File: src/rtl/edge_gen_pkg.sv
// Shared types and defaults for the edge generator (serial level transmitter).
package edge_gen_pkg;

  localparam int unsigned EDGE_GEN_MIN_WIDTH = 4;

  typedef enum logic [1:0] {
    LOW_STABLE,
    LOW_HOLD,
    HIGH_STABLE,
    HIGH_HOLD
  } edge_gen_state_t;

  function automatic logic is_stable(edge_gen_state_t s);
    return (s == LOW_STABLE) || (s == HIGH_STABLE);
  endfunction

endpackage

File: src/rtl/edge_hold_timer.sv
// Hold counter for the edge generator: loads MIN_WIDTH-1 on an edge and counts down to 0.
// expire_o is high during the last hold cycle; the counter reaches 0 on the following edge.
module edge_hold_timer
  import edge_gen_pkg::*;
#(
  parameter int unsigned MIN_WIDTH = EDGE_GEN_MIN_WIDTH
) (
  input  logic clk,
  input  logic reset,
  input  logic load_i,
  output logic expire_o
);

  localparam int unsigned CNT_W = $clog2(MIN_WIDTH) + 1;

  logic [CNT_W-1:0] cnt_q, cnt_d;
  logic             expire_q, expire_d;

  always_comb begin
    cnt_d = cnt_q;
    if (load_i) begin
      cnt_d = CNT_W'(MIN_WIDTH - 1);
    end else if (cnt_q != '0) begin
      cnt_d = cnt_q - CNT_W'(1);
    end
    expire_d = (cnt_d == CNT_W'(1));
  end

  always_ff @(posedge clk) begin
    if (reset) begin
      cnt_q    <= '0;
      expire_q <= 1'b0;
    end else begin
      cnt_q    <= cnt_d;
      expire_q <= expire_d;
    end
  end

  assign expire_o = expire_q;

endmodule

File: src/rtl/edge_generator.sv
// Serial edge generator: turns rise/fall request pulses into a registered level with a
// minimum hold per level. Optional one-deep request buffering during hold: EDGE_GEN_PENDING_EN.
module edge_generator
  import edge_gen_pkg::*;
#(
  parameter int unsigned MIN_WIDTH = EDGE_GEN_MIN_WIDTH
) (
  input  logic clk,
  input  logic reset,
  input  logic rise_req_i,
  input  logic fall_req_i,
  output logic a_o,
  output logic rise_ack_o,
  output logic fall_ack_o,
  output logic ready_o,
  output logic drop_o
);

  localparam bit HOLD_EN = (MIN_WIDTH > 1);

  edge_gen_state_t state_q, state_d;
  logic a_q, a_d;
  logic rise_ack_q, rise_ack_d;
  logic fall_ack_q, fall_ack_d;
  logic drop_q, drop_d;
  logic ready_q, ready_d;
  logic pend_q, pend_d;
  logic hold_load, hold_expire;
  logic any_req, want_edge, fire;

  edge_hold_timer #(.MIN_WIDTH(MIN_WIDTH)) u_hold_timer (
    .clk      (clk),
    .reset    (reset),
    .load_i   (hold_load),
    .expire_o (hold_expire)
  );

  // A request is usable only when it alone asks for the level opposite to the current one.
  assign any_req   = rise_req_i | fall_req_i;
  assign want_edge = a_q ? (fall_req_i & ~rise_req_i) : (rise_req_i & ~fall_req_i);

  always_comb begin
    state_d    = state_q;
    a_d        = a_q;
    rise_ack_d = 1'b0;
    fall_ack_d = 1'b0;
    drop_d     = 1'b0;
    pend_d     = pend_q;
    hold_load  = 1'b0;
    fire       = 1'b0;

    case (state_q)
      LOW_STABLE, HIGH_STABLE: begin
        if (pend_q) begin
          fire   = 1'b1;
          pend_d = 1'b0;
          drop_d = any_req;
        end else if (want_edge) begin
          fire = 1'b1;
        end else begin
          drop_d = any_req;
        end
      end
      LOW_HOLD, HIGH_HOLD: begin
        if (hold_expire) begin
          state_d = (state_q == LOW_HOLD) ? LOW_STABLE : HIGH_STABLE;
        end
`ifdef EDGE_GEN_PENDING_EN
        if (want_edge && !pend_q) begin
          pend_d = 1'b1;
        end else begin
          drop_d = any_req;
        end
`else
        drop_d = any_req;
`endif
      end
      default: begin
        state_d = LOW_STABLE;
      end
    endcase

    // Flip the level and start the hold (skipped entirely when MIN_WIDTH is 1).
    if (fire) begin
      a_d        = ~a_q;
      rise_ack_d = ~a_q;
      fall_ack_d = a_q;
      hold_load  = HOLD_EN;
      if (a_q) begin
        state_d = HOLD_EN ? LOW_HOLD : LOW_STABLE;
      end else begin
        state_d = HOLD_EN ? HIGH_HOLD : HIGH_STABLE;
      end
    end

    ready_d = is_stable(state_d) && !pend_d;
  end

  always_ff @(posedge clk) begin
    if (reset) begin
      state_q    <= LOW_STABLE;
      a_q        <= 1'b0;
      rise_ack_q <= 1'b0;
      fall_ack_q <= 1'b0;
      drop_q     <= 1'b0;
      ready_q    <= 1'b1;
    end else begin
      state_q    <= state_d;
      a_q        <= a_d;
      rise_ack_q <= rise_ack_d;
      fall_ack_q <= fall_ack_d;
      drop_q     <= drop_d;
      ready_q    <= ready_d;
    end
  end

`ifdef EDGE_GEN_PENDING_EN
  always_ff @(posedge clk) begin
    if (reset) begin
      pend_q <= 1'b0;
    end else begin
      pend_q <= pend_d;
    end
  end
`else
  assign pend_q = 1'b0;
`endif

  assign a_o        = a_q;
  assign rise_ack_o = rise_ack_q;
  assign fall_ack_o = fall_ack_q;
  assign drop_o     = drop_q;
  assign ready_o    = ready_q;

endmodule

File: config.mk
export PLATFORM = sky130hd
export DESIGN_NAME = edge_generator
export DESIGN_NICKNAME = d
export VERILOG_FILES = /design/src/rtl/edge_gen_pkg.sv /design/src/rtl/edge_hold_timer.sv /design/src/rtl/edge_generator.sv
export SDC_FILE = /design/constraint.sdc
export NUM_CORES = 1
export LEC_CHECK = 0
export CORE_AREA = 2 2 39 41
export CTS_BUF_LIST = sky130_fd_sc_hd__clkbuf_4
export DETAILED_ROUTE_END_ITERATION = 12
export DIE_AREA = 0 0 41 43
export PLACE_DENSITY = 0.57
export SLEW_MARGIN = 30
export SYNTH_ARGS = -nofsm -noshare
export SYNTH_HDL_FRONTEND = slang
export SYNTH_HIERARCHICAL = 1
export SYNTH_SLANG_ARGS = --single-unit
File: constraint.sdc
create_clock -name clk -period 2.2 [get_ports clk]
set_input_delay 0.44 -clock clk [delete_from_list [all_inputs] [get_ports clk]]
set_output_delay 0.44 -clock clk [all_outputs]
set_load 0.02 [all_outputs]
==> results of run 1 <==
-- registers in the layout, indices dropped and copies added, names as in the netlist --
register	flops
state_q	1
fall_ack_o	1
u_hold_timer/expire_o	1
rise_ack_o	1
a_o	1
u_hold_timer/cnt_q	3
drop_o	1
ready_o	1
-- cells by family (layout without fill, tap and decap cells) --
kind of cell | Yosys count | count (layout) | share of synthesized area
DFF | 10 | 10 | 0.424
adders and majority gates | 2 | 2 | 0.0530
xor gates and xnor gates | 1 | 1 | 0.0186
buffers and inverters | 5 | 14 | 0.0504
muxes | 2 | 2 | 0.0451
and+or+nand+nor | 17 | 17 | 0.231
AOI/OAI and AO/OA | 12 | 12 | 0.178
-- worst reg2reg max path, stage by stage (launching register included) --
cell	delay, ps
dfxtp_1	390
inv_1	100
ha_1	330
nor4b_2	200
a211oi_1	90
a2111oi_2	320
-- through the flow --
step	std cells	util	power (uW)	hold WS [ps]	worst slack (ps)
2_1_floorplan	49	-	466	426	801
3_3_place_gp	71	0.404	519	461	422
3_5_place_dp	71	0.404	522	472	459
4_1_cts	74	0.420	646	498	358
5_1_grt	74	0.420	692	549	315
6_report	74	0.420	636	490	366
-- synthesized netlist by cell type --
| master | number | area, sq um |
|---|---|---|
| o21bai_1 | 1 | 7.51 |
| ha_1 | 2 | 25.0 |
| nor2b_1 | 2 | 12.5 |
| o21a_1 | 1 | 7.51 |
| nor3_1 | 2 | 10.0 |
| inv_1 | 3 | 11.3 |
| and2b_2 | 1 | 8.76 |
| nand3_1 | 1 | 5.00 |
| buf_2 | 1 | 5.00 |
| nor2_1 | 4 | 15.0 |
| o21ai_0 | 2 | 10.0 |
| a2111oi_2 | 1 | 15.0 |
| buf_4 | 1 | 7.51 |
| a21oi_1 | 4 | 20.0 |
| nand2_1 | 1 | 3.75 |
| mux2i_1 | 1 | 10.0 |
| o21ai_2 | 1 | 8.76 |
| nor4_1 | 1 | 6.26 |
| and4bb_1 | 1 | 12.5 |
| xnor2_1 | 1 | 8.76 |
| dfxtp_1 | 10 | 200 |
| nand3b_1 | 1 | 7.51 |
| nand2b_1 | 2 | 12.5 |
| a211oi_1 | 2 | 15.0 |
| nor4b_2 | 1 | 15.0 |
| mux2_2 | 1 | 11.3 |
-- power by group --
part | switching, uW | internal, uW | total (uW)
Clock | 57.1 | 62.9 | 120
Combinational | 123 | 138 | 261
Sequential | 33.8 | 221 | 255
Total | 214 | 422 | 636
-- layer usage --
layer | vias up | GRT usage
li1 | 193 | -
met1 | 157 | 0.137
met2 | 5 | 0.144
met3 | 2 | 0.0314
met4 | 0 | 0.0800
met5 | - | 0
-- cells in the final DEF (no fill, tap or decap), drive strengths merged --
cell type      count
inv                3
nand3b             1
clkdlybuf4s50      8
and4bb             1
o21bai             1
mux2i              1
and2b              1
ha                 2
mux2               1
clkbuf             3
nand3              1
nor4b              1
nand2b             2
nor2               4
a211oi             2
a21oi              4
o21a               1
nor3               2
dfxtp             10
nor2b              2
o21ai              3
a2111oi            1
nand2              1
xnor2              1
nor4               1
-- worst paths after layout --
path         slack, ps               endpoint  cells after the start             startpoint
min                490                ready_o                      2  u_hold_timer/expire_o
max                370                    a_o                      1                    a_o
max reg2reg        660  u_hold_timer/expire_o                      5  u_hold_timer/cnt_q[0]
min reg2reg        490                ready_o                      2  u_hold_timer/expire_o
-- area by class of cell --
type / count / area (sq um) / area share
Multi-Input combinational cell: 34 / 248 / 0.426
Sequential cell: 10 / 200 / 0.344
Timing Repair Buffer: 8 / 80.1 / 0.138
Clock buffer: 3 / 22.5 / 0.0387
Tap cell: 16 / 20.0 / 0.0344
Inverter: 3 / 11.3 / 0.0194
==> results by group, run 1 <==
Status
  • Status: complete, no violations

Power and ir drop
  • Max IR drop VDD: 0.403 mV
  • Pwr/cell area: 1090 mW/mm^2
  • LEAKAGE: 0.000220 uW

Critical path
  • Critical Path Sink Type: output pin
  • Setup CP Type: flop to output pin
  • Buf/Inv on CP: 1
  • CP startpoint kind: flop
  • Worst path slowest cell: clkdlybuf4s50_1
  • Critical Path RT: 1760 ps
  • Crit path max fanout: 9
  • Max incr delay on CP: 660 ps
  • Top delay family on crit path: buffers and inverters
  • CP arrival: 1390 ps
  • CP Cell Sequence: clkdlybuf4s50_1

Timing
  • Max Clock Skew: 3.30 ps
  • Slew @ Worst Pin: 334 ps
  • Final hold vios: 0
  • Period Utilization, post-route: 0.833
  • Peak Freq: 545 MHz
  • Slew Limit Headroom: 0.776
  • Total negative slack: 0 ps
  • Slew Limit Fails: 0
  • RSZ-0062 raised after global routing: false
  • Setup violators final: 0
  • Final min period: 1830 ps

Routing
  • Top Metal Used: met4
  • Detail Route Antenna Nets: 0
  • Routed wire length: 740 um
  • DRC viols: 0
  • Routed len/inst: 10.0 um
  • Via density: 4.82
  • Met1 WL: 372 um
  • Initial DRC Count: 7
  • Via count: 357
  • Initial DRT Pass Iterations: 4
  • DR WL met3: 22 um
  • WL met2: 336 um

Place
  • Placed instance area: 559 sq um
  • GPL Wtd Cong: 0.635
  • IO Port Bufs: 8

Synthesis
  • Syn_area_per_cell: 9.63 sq um
  • Netlist Area Pre-Place: 472 sq um
  • Syn Nets: 55
  • Synthesized flop and latch total: 10
  • Share of the yosys chip area belonging to registers: 0.424
  • Syn Inst Count: 49
  • Netlist cell types: 26
  • Synthesis Warnings: 6

Die
  • Core Area: 0.00138 sq mm
  • Ports: 9
  • Die area: 0.00176 sq mm
  • Initial Utilization: 0.341
  • FP Rows: 14
  • Chip height: 43 um
  • Die span in x: 41 um

Layout
  • FILL cells: 145
  • Design area: 582 sq um
  • Layout cells sized above 1: 0.138
  • Final net count: 66
  • Diodes inserted: 0
  • Area grow syn2layout: 23.3%

GRT
  • Initial antenna violation count: 0
  • Pin count of the biggest net entering global routing: 10
  • First-pass GRT wire length: 1.24 mm
  • Vias in the first global route: 318
  • GRT Resource Usage Total: 0.107
  • Total gr overflow: 0

CTS
  • Hold-fix buffer count after cts: 0
  • Clock Tree Buf Depth: 2
  • H-tree Lvls: 1
  • Clock sink count: 10
  • Clock transition at the registers of the reported paths: 60 ps
  • Total CTS buffers: 3
  • Skew-Pair Late Insertion Delay: 260 ps
  • Setup Buffers After CTS: 0
  • Post-CTS Resized: 0
  • CTS tree: yes
  • Clk root buf: clkbuf_4

Worst hold path
  • Worst hold path class: flop to flop

Flow run
  • Max Cap Viol: 0
Power figures use the tool's default switching activity.
==> run 2: changes to the inputs <==
Settings changed: PLACE_DENSITY 0.57 to 0.59.
Clock period 2.2 ns to 1.51 ns, I/O delays scaled along.
==> run 2 against run 1 <==
Compared with the run above: register-to-register slack got worse by 550 ps; sequential cell count did not move; worst hold slack got worse by 21 ps; combinational power rose by 61%; final area rose by 8.4%; clock-buffer cell count did not move; clock skew rose by 9.8 ps; non-clock buffer count rose by 5; via count rose by 4.5%; global-route usage rose by 0.19 points.
==> results by group, run 2 (synthesis gave the netlist of run 1 again) <==
Worst hold path
  • Worst hold path class: flop to flop
  • HP Start: u_hold_timer/expire_o

Critical path
  • Critical Path RT: 1210 ps
  • Critical Path Sink Type: output pin
  • Max incr delay on CP: 590 ps
  • Critical path origin: drop_o
  • Worst reg2reg startpoint: u_hold_timer/cnt_q[0]
  • Setup CP Type: flop to output pin
  • Buf/Inv on CP: 1
  • Crit path max fanout: 1
  • CP arrival: 1170 ps
  • CP startpoint kind: flop
  • Top delay family on crit path: buffers and inverters
  • Worst path slowest cell: clkdlybuf4s50_1
  • CP Cell Sequence: clkdlybuf4s50_1

Layout
  • Commonest non-fill, non-tap cell in the layout: dfxtp_1
  • Highest-count cells in the layout ignoring fill and taps: dfxtp_1, clkdlybuf4s50_1, buf_4
  • Max reg flops: 3
  • Diodes inserted: 0
  • Final net count: 71
  • Post-Layout Cell Count: 80
  • Area grow syn2layout: 33.7%
  • Layout cells sized above 1: 0.203
  • Most flops, register: u_hold_timer/cnt_q

Power and ir drop
  • Pwr/cell area: 1520 mW/mm^2
  • Internal power: 637 uW
  • Logic pwr share: 0.439
  • Max IR drop VDD: 0.696 mV
  • Seq pwr share: 0.372
  • Clk pwr share: 0.190
  • LEAKAGE: 0.000298 uW
  • Net switching power: 323 uW
  • Switch share: 0.337

Timing
  • Max Clock Skew: 13.1 ps
  • Slew Limit Headroom: 0.780
  • Slew @ Worst Pin: 329 ps
  • Final setup margin: 42.5 ps
  • Period Utilization, post-route: 0.972
  • Peak Freq: 681 MHz
  • RSZ-0062 raised after global routing: false
  • Final hold vios: 0
  • Setup violators final: 0
  • Total negative slack: 0 ps
  • Final min period: 1470 ps
  • Slew Limit Fails: 0

GRT
  • Vias in the first global route: 329
  • GRT Resource Usage Total: 0.109
  • Initial antenna violation count: 0
  • Total gr overflow: 0
  • First-pass GRT wire length: 1.28 mm
  • Pin count of the biggest net entering global routing: 10

Flow run
  • Max Cap Viol: 0

Routing
  • DRC viols: 0
  • Initial DRC Count: 4
  • Routed len/inst: 9.30 um
  • Initial DRT Pass Iterations: 4
  • Via count: 373
  • Via density: 4.66
  • Detail Route Antenna Nets: 0
  • Routed wire length: 744 um

Place
  • Dpl ws: -9.99 ps
  • Cell count after placement: 76
  • GPL Wtd Cong: 0.699
  • Placed wire-length estimate: 563 um
  • IO Port Bufs: 8

CTS
  • H-tree Lvls: 1
  • Clock Tree Buf Depth: 2
  • Clk root buf: clkbuf_4
  • Clock transition at the registers of the reported paths: 70 ps
  • Clock sink count: 10
  • CTS tree: yes
  • Hold-fix buffer count after cts: 0
  • Total CTS buffers: 3
  • Skew-Pair Late Insertion Delay: 260 ps

Die
  • Core Area: 0.00138 sq mm
  • Die area: 0.00176 sq mm
  • Initial Utilization: 0.341
  • Ports: 9
  • Chip height: 43 um
  • FP Rows: 14
  • Die span in x: 41 um

Status
  • Status: complete, no violations
==> run 2: cell types whose count changed in the layout (fill, tap and decap cells not counted) <==
cell             delta
clkdlybuf4s50_1     -3
dlymetal6s2s_1      +3
buf_4               +5
clkinv_1            +1
==> run 2: final cells by class <==
type	count	area [sq um]
Fill cell	137	753
Multi-Input combinational cell	34	248
Sequential cell	10	200
Timing Repair Buffer	13	125
Clock buffer	3	22.5
Tap cell	16	20.0
Inverter	3	11.3
Clock inverter	1	3.75
==> run 2: path summary, 6_finish.rpt <==
| kind | to | slack (ps) | cells past startpoint |
|---|---|---|---|
| setup / recovery | drop_o | 40 | 1 |
| hold / removal | ready_o | 470 | 2 |
| setup reg to reg | u_hold_timer/expire_o | 110 | 5 |
| hold reg to reg | ready_o | 470 | 2 |
==> run 2: per-layer routing <==
metal,wire length (um),global-route usage
met3,23,0.0314
met5,0,0
met1,392,0.143
met4,12,0.0800
met2,316,0.144
==> run 2: tightest hold or removal path, stage by stage (launching register included) <==
cell     delay, ps
dfxtp_1        310
a21oi_1         60
o21ai_0         70
==> run 2: what timing repair did <==
action	CTS	global route
endpoints found under the setup margin	0	4
gates resized for setup	0	3
buffers inserted	0	0
==> run 2: power by group through the flow <==
stage	clock (uW)	sequential (uW)	combinational, uW
after floorplan	0	372	308
after global routing	204	365	475
after detailed placement	0	364	423
final	182	357	421
after global placement	0	365	422
after CTS	188	357	427
==> run 2: stage by stage <==
stage	utilization	cell area [sq um]	power [uW]	hold slack, ps
6_report	0.456	631	961	469
5_1_grt	0.456	631	1040	508
4_1_cts	0.450	623	972	475
3_5_place_dp	0.431	597	787	467
3_3_place_gp	0.431	597	787	474
2_1_floorplan	-	472	680	371
